$ cat src/rtl/sr_latch_nand_reg.sv
// Registered, vectorised NAND SR latch with active-high set/reset, per-bit
// conflict flags and a saturating overlap counter.

module sr_latch_nand_lane (
  input  logic clk,
  input  logic rst,
  input  logic s,
  input  logic r,
  output logic q,
  output logic q_not,
  output logic conflict
);
  logic s_n, r_n;
  logic q_d, q_q, qn_d, qn_q, cf_d, cf_q;

  // Classic cross-coupled NAND pair, with the feedback path broken by the
  // registers so each edge evaluates one settled step of the latch.
  always_comb begin
    s_n  = ~s;
    r_n  = ~r;
    q_d  = ~(s_n & ~(r_n & q_q));
    qn_d = ~(r_n & ~(s_n & qn_q));
    cf_d = s & r;
  end

  always_ff @(posedge clk) begin
    if (rst) begin
      q_q  <= 1'b0;
      qn_q <= 1'b1;
      cf_q <= 1'b0;
    end else begin
      q_q  <= q_d;
      qn_q <= qn_d;
      cf_q <= cf_d;
    end
  end

  assign q        = q_q;
  assign q_not    = qn_q;
  assign conflict = cf_q;
endmodule

module sr_latch_nand_reg #(
  parameter int WIDTH = 1,
  parameter int CNT_W = 8
) (
  input  logic             clk,
  input  logic             rst,
  input  logic [WIDTH-1:0] set,
  input  logic [WIDTH-1:0] reset,
  input  logic             cnt_clr,
  output logic [WIDTH-1:0] q,
  output logic [WIDTH-1:0] q_not,
  output logic [WIDTH-1:0] conflict,
  output logic             any_conflict,
  output logic [CNT_W-1:0] conflict_cnt
);
  logic [CNT_W-1:0] cnt_d, cnt_q;
  logic             overlap;

  for (genvar i = 0; i < WIDTH; i++) begin : g_lane
    sr_latch_nand_lane u_lane (
      .clk      (clk),
      .rst      (rst),
      .s        (set[i]),
      .r        (reset[i]),
      .q        (q[i]),
      .q_not    (q_not[i]),
      .conflict (conflict[i])
    );
  end

  // Clear beats increment; the count sticks at all ones once reached.
  always_comb begin
    overlap = |(set & reset);
    cnt_d   = cnt_q;
    if (cnt_clr)                      cnt_d = '0;
    else if (overlap && cnt_q != '1)  cnt_d = cnt_q + CNT_W'(1);
  end

  always_ff @(posedge clk) begin
    if (rst) cnt_q <= '0;
    else     cnt_q <= cnt_d;
  end

  assign any_conflict = |conflict;
  assign conflict_cnt = cnt_q;
endmodule

$ cat config.mk
export PLATFORM = sky130hd
export DESIGN_NAME = sr_latch_nand_reg
export DESIGN_NICKNAME = d
export VERILOG_FILES = /design/src/rtl/sr_latch_nand_reg.sv
export SDC_FILE = /design/constraint.sdc
export NUM_CORES = 1
export LEC_CHECK = 0
export CAP_MARGIN = 30
export CELL_PAD_IN_SITES_DETAIL_PLACEMENT = 0
export CELL_PAD_IN_SITES_GLOBAL_PLACEMENT = 1
export CORE_ASPECT_RATIO = 1.1
export CORE_UTILIZATION = 30
export CTS_BUF_LIST = sky130_fd_sc_hd__clkbuf_16
export DETAILED_ROUTE_END_ITERATION = 12
export GPL_TIMING_DRIVEN = 0
export PLACE_DENSITY_LB_ADDON = 0.1
export SKIP_LAST_GASP = 1
export SLEW_MARGIN = 20
export SYNTH_ARGS = -nofsm -noshare
export SYNTH_HDL_FRONTEND = slang
export SYNTH_SLANG_ARGS = --single-unit
$ cat constraint.sdc
create_clock -name clk -period 1.7 [get_ports clk]
set_clock_uncertainty 0.1 [all_clocks]
set_input_delay 0.34 -clock clk [delete_from_list [all_inputs] [get_ports clk]]
set_output_delay 0.34 -clock clk [all_outputs]
set_load 0.01 [all_outputs]
==> results.cfg, run 1 <==
[detailed_routing]
drc = 0
via_count = 488
ant_nets = 0
wl_per_cell_microns = 11.7
dr.pass1.iters = 2
viasPerCell = 5.03
totalWireLength_mm = 1.13
drt_iter0_drc = 10

[critical_path]
required_ns = 1.26
reg2regPathDepth = 4
crit_family = buffers and inverters
critical_path_class = reg -> out
r2r_start = conflict_cnt[0]
arrival_ns = 1.20
path_buf_inv = 1
path_cells = clkdlybuf4s50_1
crit_slowest_cell = clkdlybuf4s50_1
startpoint = conflict_cnt[0]
crit_cells = 1
cp-start-kind = flip-flop
critPathMaxFanout = 4
crit_path_max_incr_delay_ns = 0.57
end_kind = output pin

[yosys]
synth_most_common_cell = dfxtp_1
synthCells = 60
synth_flop_cell = dfxtp_1
synthesis.area_sq_um = 507
yosysWarnings = 0
yosysSeqAreaShare = 0.435
synthTopCellsByArea = dfxtp_1 43%, nor2_1 6.7%, a21oi_1 5.9%, nand3_1 3.0%, o21ai_0 3.0%
synth_area_per_cell_sq_um = 8.45
ys_ff_latch = 11
async_flop_share = 0
synth_common_cells = 11 x dfxtp_1, 9 x nor2_1, 6 x a21oi_1
synth_top_area_share = 0.435
synth_area_leader_cell = dfxtp_1
synth_edf_count = 0
yosys.cell_types.count = 29
synth_fp_nets = 66

[global_routing]
antenna_found_initial = 0
gr-total-overflow = 0
grtUsageTotal = 0.141
grt_start_max_net_pins = 9
grt_pass1_wl_mm = 1.69
grt_pass1_vias = 412

[finish]
fillers = 177
multi_input_area_sq_um = 264
diodes = 0
finish.utilization = 0.490
instances_no_fill = 97
nNetsFinal = 87
areaGrowthSynthToFinish_pct = 52.3
drive_above_1_share = 0.138
register_area_sq_um = 223

[placement]
post-place-ws_ns = -0.368
io_buffers = 16
hpwlAfterDp_microns = 822
place_inst = 93
finalWeightedCongestion = 0.734

[die]
io_pins = 17
dieArea_sq_um = 1860
die_w_microns = 41.2
rows = 15
die_h_microns = 45.1
start_util = 0.321
core-area_sq_um = 1580

[timing]
rsz0062_at_grt = no
hold_ws_ns = 0.352
clock.fmax_mhz = 611
setup_slack_ns = 0.0624
hold_viol_final = 0
drv_slew = 0
worstMarginPinSlew_ns = 0.299
layout_min_cycle_time_ns = 1.64
setup_viol = 0
fin_crit_sh = 0.963
slew_headroom = 0.799

[run]
drv_cap = 0

[power]
p_leak_nw = 0.329
peakVddDrop_uv = 721
power_density_nw_per_um2 = 942
finalPower_mw = 0.727

[clock_tree]
cts_tree = done
htreeDepth = 1
clk_latency_ns = 0.23
ctsLongestPathBuffers = 2
cts-root-buf = clkbuf_16
path_clk_slew_ns = 0.04
cts_made_buffers = 3
cts_sinks = 11

[worst_hold_path]
hp-start = g_lane[0].u_lane.q_not
worstHoldPathCells = 2
hp-class = reg -> reg

[outcome]
status = finished clean
[state kept, by name, summed over array words and instances (netlist names)]
| register | flops |
|---|---|
| g_lane.u_lane.conflict | 1 |
| g_lane.u_lane.q_not | 1 |
| conflict_cnt | 8 |
| g_lane.u_lane.q | 1 |
[logic make-up after synthesis]
group | synth area share
simple gates | 0.282
compound gates | 0.180
flops | 0.435
buf+inv | 0.0444
xor+xnor | 0.0346
fa+ha+maj | 0.0247
[metrics by stage]
step / TNS, ns / cell area, sq um
2_1_floorplan: 0 / 507
3_3_place_gp: -0.731 / 688
3_5_place_dp: -0.734 / 688
4_1_cts: 0 / 764
5_1_grt: 0 / 772
6_report: 0 / 772
[per-layer routing]
metal  wire length, microns  vias up  global-route usage
met5                      0        -                   0
met4                     11        0              0.0581
met3                     55        2              0.0739
met2                    487       10               0.213
met1                    579      220               0.165
li1                       -      256                   -
[final cells by class]
cell class | count | area share
Inverter | 3 | 0.0146
Tap cell | 17 | 0.0276
Buffer | 2 | 0.0146
Multi-Input combinational cell | 44 | 0.342
Sequential cell | 11 | 0.288
Clock buffer | 3 | 0.0972
Timing Repair Buffer | 16 | 0.211
Clock inverter | 1 | 0.00486
[power by group]
part           switching (mW)  leakage (nW)  total (mW)  internal [mW]
logic                  0.0197         0.196      0.0424         0.0227
registers             0.00313        0.0904       0.267          0.264
clock network           0.110        0.0423       0.418          0.308
[layout by cell type (no fill, tap or decap), types with 2 or more instances in the layout]
master and instances:
inv_1 4, dlygate4sd2_1 2, dfxtp_2 2, o21ai_0 3, nand3_1 3, dfxtp_1 9, nand2_1 2, clkdlybuf4s50_1 12
dlymetal6s2s_1 2, clkbuf_16 3, a21oi_1 6, nor2_1 9, nand4_1 2
[worst paths after layout]
kind	to	slack (ns)
max reg2reg	conflict_cnt[5]	0.15
max	conflict_cnt[0]	0.06
min	g_lane[0].u_lane.q_not	0.35
min reg2reg	g_lane[0].u_lane.q_not	0.35
[timing repair]
action / 4_1_cts / 5_1_grt
resized for setup: 2 / 4
hold buffers: 0 / 0
setup endpoints to repair: 1 / 4
buffers inserted: 0 / 0
hold endpoints to repair: 0 / 0
Note: power is estimated with default switching activity, not from simulation.
==> run 2, diff against run 1 <==
--- a/config.mk
+++ b/config.mk
@@ -5,6 +5,7 @@
 export SDC_FILE = /design/constraint.sdc
 export NUM_CORES = 1
 export LEC_CHECK = 0
+export ABC_AREA = 1
 export CAP_MARGIN = 30
 export CELL_PAD_IN_SITES_DETAIL_PLACEMENT = 0
 export CELL_PAD_IN_SITES_GLOBAL_PLACEMENT = 1
@@ -15,7 +16,7 @@
 export GPL_TIMING_DRIVEN = 0
 export PLACE_DENSITY_LB_ADDON = 0.1
 export SKIP_LAST_GASP = 1
-export SLEW_MARGIN = 20
+export SLEW_MARGIN = 25
 export SYNTH_ARGS = -nofsm -noshare
 export SYNTH_HDL_FRONTEND = slang
 export SYNTH_SLANG_ARGS = --single-unit
==> run 2 against run 1 <==
Via count is 1.6% higher. Maximum frequency is 0.77% lower. Non-clock buffer count is 1 lower. Die area is 4.9% higher. Setup slack worse by 0.013 ns. Final cell count is 15% higher. Global-route usage is 1.6 points lower. Critical path depth stayed put. Core utilization is 0.18 points higher. Register-to-register slack better by 0.19 ns.
==> results.cfg, run 2 <==
[clock_tree]
cts-root-buf = clkbuf_16
path_clk_slew_ns = 0.04
clk_latency_ns = 0.24
postCtsSetupRepairBufs = 0
cts_tree = done
hold_buffers = 0
cts_made_buffers = 3
ctsLongestPathBuffers = 2
post_cts_resized = 0
cts_sinks = 11
htreeDepth = 1

[yosys]
yosysWarnings = 0
synth_most_common_cell = nand2_1
synth_area_leader_cell = dfxtp_1
synth_area_per_cell_sq_um = 7.11
synth_flop_cell = dfxtp_1
yosysSeqAreaShare = 0.413
synthTopCellsByArea = dfxtp_1 41%, nand2_1 13%, nor2_1 11%, nand3_1 4.7%, nor2_4 4.2%
synthCells = 75
synthesis.area_sq_um = 533
synth_top_area_share = 0.413
async_flop_share = 0
yosys.cell_types.count = 18
synth_common_cells = 18 x nand2_1, 15 x nor2_1, 11 x dfxtp_1
synth_fp_nets = 81
synth_edf_count = 0
ys_ff_latch = 11

[timing]
rsz0062_at_grt = no
setup-tns-final_ns = 0
clock.fmax_mhz = 606
worstMarginPinSlew_ns = 0.359
slew_headroom = 0.761
setup_slack_ns = 0.0498
setup_viol = 0
drv_slew = 0
hold_viol_final = 0
fin_crit_sh = 0.971
layout_min_cycle_time_ns = 1.65

[detailed_routing]
drt_iter0_drc = 12
viasPerCell = 4.43
drc = 0
wl_per_cell_microns = 9.38
totalWireLength_mm = 1.05
ant_nets = 0
dr.pass1.iters = 4
via_count = 496

[power]
power_frac_seq = 0.362
switchingPower_mw = 0.143
power_density_nw_per_um2 = 941
peakVddDrop_uv = 604
p_leak_nw = 0.338
comb_power_share = 0.071
clockPowerShare = 0.567
switching_share = 0.192
p_int_mw = 0.603

[finish]
finish.utilization = 0.491
register_area_sq_um = 220
nNetsFinal = 102
drive_above_1_share = 0.147
postLayoutCellArea_sq_um = 793
multi_input_area_sq_um = 279
final_common_cell = nand2_1
diodes = 0
areaGrowthSynthToFinish_pct = 48.8
layout_common_cells = 18 x nand2_1, 16 x clkdlybuf4s50_1, 15 x nor2_1
largest_reg_flops = 8
fillers = 163

[die]
dieArea_sq_um = 1950
die_w_microns = 42.2
io_pins = 17
core-area_sq_um = 1610
die_h_microns = 46.2
start_util = 0.330
rows = 15

[placement]
post-place-ws_ns = -0.0104
placed_cell_area_sq_um = 714
finalWeightedCongestion = 0.691
hpwlAfterDp_microns = 776
io_buffers = 16

[global_routing]
grt_pass1_wl_mm = 1.79
gr-total-overflow = 0
grt_start_max_net_pins = 10
antenna_found_initial = 0
grt_pass1_vias = 417
grtUsageTotal = 0.126

[critical_path]
path_cells = clkdlybuf4s50_1
critPathMaxFanout = 5
crit_path_max_incr_delay_ns = 0.57
reg2regPathDepth = 6
r2r_start = conflict_cnt[0]
critical_path_class = reg -> out
crit_slowest_cell = clkdlybuf4s50_1
r2r_slack_ns = 0.34
cp-start-kind = flip-flop
end_kind = output pin
path_buf_inv = 1
crit_cells = 1
startpoint = conflict_cnt[2]
crit_family = buffers and inverters
arrival_ns = 1.21
required_ns = 1.26

[worst_hold_path]
hp-start = g_lane[0].u_lane.q_not
hp-class = reg -> reg
worstHoldPathCells = 2

[run]
drv_cap = 0

[outcome]
status = finished clean
## run 2: metrics by stage
step | power [mW] | hold WS [ns] | instances
2_1_floorplan | 0.299 | 0.312 | 75
3_3_place_gp | 0.328 | 0.330 | 108
3_5_place_dp | 0.328 | 0.343 | 108
4_1_cts | 0.753 | 0.350 | 112
5_1_grt | 0.768 | 0.371 | 112
6_report | 0.746 | 0.344 | 112
## run 2: power by group through the flow
| stage | sequential, mW | clock [mW] | combinational, mW |
|---|---|---|---|
| final | 0.270 | 0.423 | 0.0532 |
| after global placement | 0.274 | 0 | 0.0538 |
| after detailed placement | 0.274 | 0 | 0.0538 |
| after CTS | 0.270 | 0.429 | 0.0541 |
| after floorplan | 0.277 | 0 | 0.0221 |
| after global routing | 0.270 | 0.438 | 0.0597 |
## run 2: kinds of logic (layout without fill, tap and decap cells)
group,Yosys count,in the layout,synth area share
buffers and inverters,8,28,0.0634
flip-flops,11,11,0.413
XOR/XNOR,1,1,0.0164
AO/OA/AOI/OAI,5,5,0.0493
AND/OR/NAND/NOR,49,49,0.434
adder cells (fa/ha/maj),1,1,0.0235
## run 2: area by class of cell
| cell class | instances | area share |
|---|---|---|
| plain buffers | 1 | 0.00946 |
| clock buffers | 3 | 0.0946 |
| clock inverters | 1 | 0.00473 |
| inverters | 7 | 0.0331 |
| multi-input cells | 56 | 0.352 |
| flip-flops and latches | 11 | 0.278 |
| well taps | 17 | 0.0268 |
| repair buffers | 16 | 0.202 |
## run 2: final timing paths
check	to
max reg2reg	conflict_cnt[4]
min	g_lane[0].u_lane.q_not
max	conflict_cnt[2]
min reg2reg	g_lane[0].u_lane.q_not
## run 2: per-layer routing
metal  track usage  part of all wire  vias up
met5             0                 0        -
met4        0.0938             0.029        0
met3        0.0353             0.047        5
met2         0.172              0.38       15
met1         0.167              0.54      203
li1              -                 -      273
## run 2: worst register-to-register path, delay by kind of cell, from the launching register on
family,cells,cell delay (ns)
AND/OR/NAND/NOR,5,0.57
flip-flops,1,0.37
adder cells (fa/ha/maj),1,0.22
==> run 3, diff against run 2 <==
--- a/config.mk
+++ b/config.mk
@@ -7,14 +7,12 @@
 export LEC_CHECK = 0
 export ABC_AREA = 1
 export CAP_MARGIN = 30
-export CELL_PAD_IN_SITES_DETAIL_PLACEMENT = 0
-export CELL_PAD_IN_SITES_GLOBAL_PLACEMENT = 1
-export CORE_ASPECT_RATIO = 1.1
-export CORE_UTILIZATION = 30
+export CORE_UTILIZATION = 40
 export CTS_BUF_LIST = sky130_fd_sc_hd__clkbuf_16
 export DETAILED_ROUTE_END_ITERATION = 12
 export GPL_TIMING_DRIVEN = 0
-export PLACE_DENSITY_LB_ADDON = 0.1
+export MAX_ROUTING_LAYER = met4
+export PLACE_DENSITY = 0.71
 export SKIP_LAST_GASP = 1
 export SLEW_MARGIN = 25
 export SYNTH_ARGS = -nofsm -noshare
==> run 3 against run 2 <==
Global-route usage up 9.2 points. Final cell count down 2.7%. Routed wire length up 11%. First-iteration DRC count down 33%. Critical path type unchanged.
==> results.cfg, run 3 (same netlist as run 2, synthesis figures left out) <==
[timing]
hold_viol_final = 0
hold_ws_ns = 0.356
worstMarginPinSlew_ns = 0.366
rsz0062_at_grt = no
layout_min_cycle_time_ns = 1.67
setup-tns-final_ns = 0
clock.fmax_mhz = 599
setup_viol = 0
drv_slew = 0
fin_crit_sh = 0.983
slew_headroom = 0.756

[power]
peakVddDrop_uv = 618
power_density_nw_per_um2 = 953
finalPower_mw = 0.752
p_leak_nw = 0.338

[die]
core-area_sq_um = 1170
dieArea_sq_um = 1480
io_pins = 17
die_w_microns = 38.5
start_util = 0.455
die_h_microns = 38.5
rows = 12

[worst_hold_path]
min_to = g_lane[0].u_lane.q_not
hp-start = g_lane[0].u_lane.q_not
hp-class = reg -> reg
worstHoldPathCells = 2

[detailed_routing]
drt_iter0_drc = 8
viasPerCell = 4.87
totalWireLength_mm = 1.17
drc = 0
ant_nets = 0
wl_per_cell_microns = 10.7
via_count = 531
dr.pass1.iters = 4

[critical_path]
crit_family = buffers and inverters
r2r_end = conflict_cnt[4]
critical_path_class = reg -> out
reg2regPathDepth = 6
r2r_slack_ns = 0.33
path_cells = clkdlybuf4s50_1
arrival_ns = 1.23
required_ns = 1.26
crit_slowest_cell = clkdlybuf4s50_1
path_buf_inv = 1
end_kind = output pin
r2r_start = conflict_cnt[0]
critPathMaxFanout = 5
crit_path_max_incr_delay_ns = 0.57
cp-start-kind = flip-flop

[finish]
nNetsFinal = 102
multi_input_area_sq_um = 279
layout_common_cells = 18 x nand2_1, 16 x clkdlybuf4s50_1, 15 x nor2_1
fillers = 107
final_common_cell = nand2_1
register_area_sq_um = 220
diodes = 0
largest_reg_flops = 8
areaGrowthSynthToFinish_pct = 48.1
drive_above_1_share = 0.147
instances_no_fill = 109

[global_routing]
grt_pass1_vias = 494
grt_pass1_wl_mm = 2.06
gr-total-overflow = 0
antenna_found_initial = 0
grt_start_max_net_pins = 10
grtUsageTotal = 0.218

[placement]
place_inst = 105
hpwlAfterDp_microns = 760
io_buffers = 16
finalWeightedCongestion = 0.728

[outcome]
status = finished clean

[clock_tree]
post_cts_resized = 0
cts_tree = done
postCtsSetupRepairBufs = 0
htreeDepth = 1
cts_made_buffers = 3
cts_sinks = 11
path_clk_slew_ns = 0.04
cts-root-buf = clkbuf_16
clk_latency_ns = 0.24
ctsLongestPathBuffers = 2
hold_buffers = 0

[run]
drv_cap = 0
==> run 3: per-stage QoR <==
step                      worst slack (ns)   util  instance area (sq um)
after floorplan                      0.376      -                    533
after detailed placement            0.0213  0.607                    711
after CTS                           0.0306  0.674                    790
after global placement              0.0542  0.607                    711
after global routing               0.00544  0.674                    790
final                               0.0295  0.674                    790
==> run 3: final cells by class <==
class                      count  share of cell area
buffer                         1             0.00951
clock buffer                   3              0.0951
clock inverter                 1             0.00475
inverter                       7              0.0333
multi-input combinational     56               0.353
sequential                    11               0.279
tap                           14              0.0222
timing repair buffer          16               0.203
==> run 3: power by group <==
part           switching (mW)  leakage [nW]  internal, mW  total, mW
combinational          0.0249         0.206        0.0292     0.0540
sequential            0.00466        0.0895         0.265      0.270
clock                   0.119        0.0423         0.309      0.428
==> run 3: worst max path at each step <==
| stage | startpoint | endpoint | cells past startpoint |
|---|---|---|---|
| finish | conflict_cnt[2] | conflict_cnt[2] | 1 |
| global route | conflict_cnt[2] | conflict_cnt[2] | 1 |
| CTS | conflict_cnt[2] | conflict_cnt[2] | 1 |
| detailed placement | set | conflict_cnt[5] | 6 |
| global placement | set | conflict_cnt[5] | 6 |
| floorplan | conflict_cnt[1] | conflict_cnt[1] | 8 |
==> run 3: metal layers <==
layer | share of wire | up-vias | track usage
li1 | - | 278 | -
met1 | 0.45 | 231 | 0.257
met2 | 0.47 | 15 | 0.300
met3 | 0.043 | 7 | 0.0698
met4 | 0.038 | 0 | 0.172
met5 | 0 | - | -
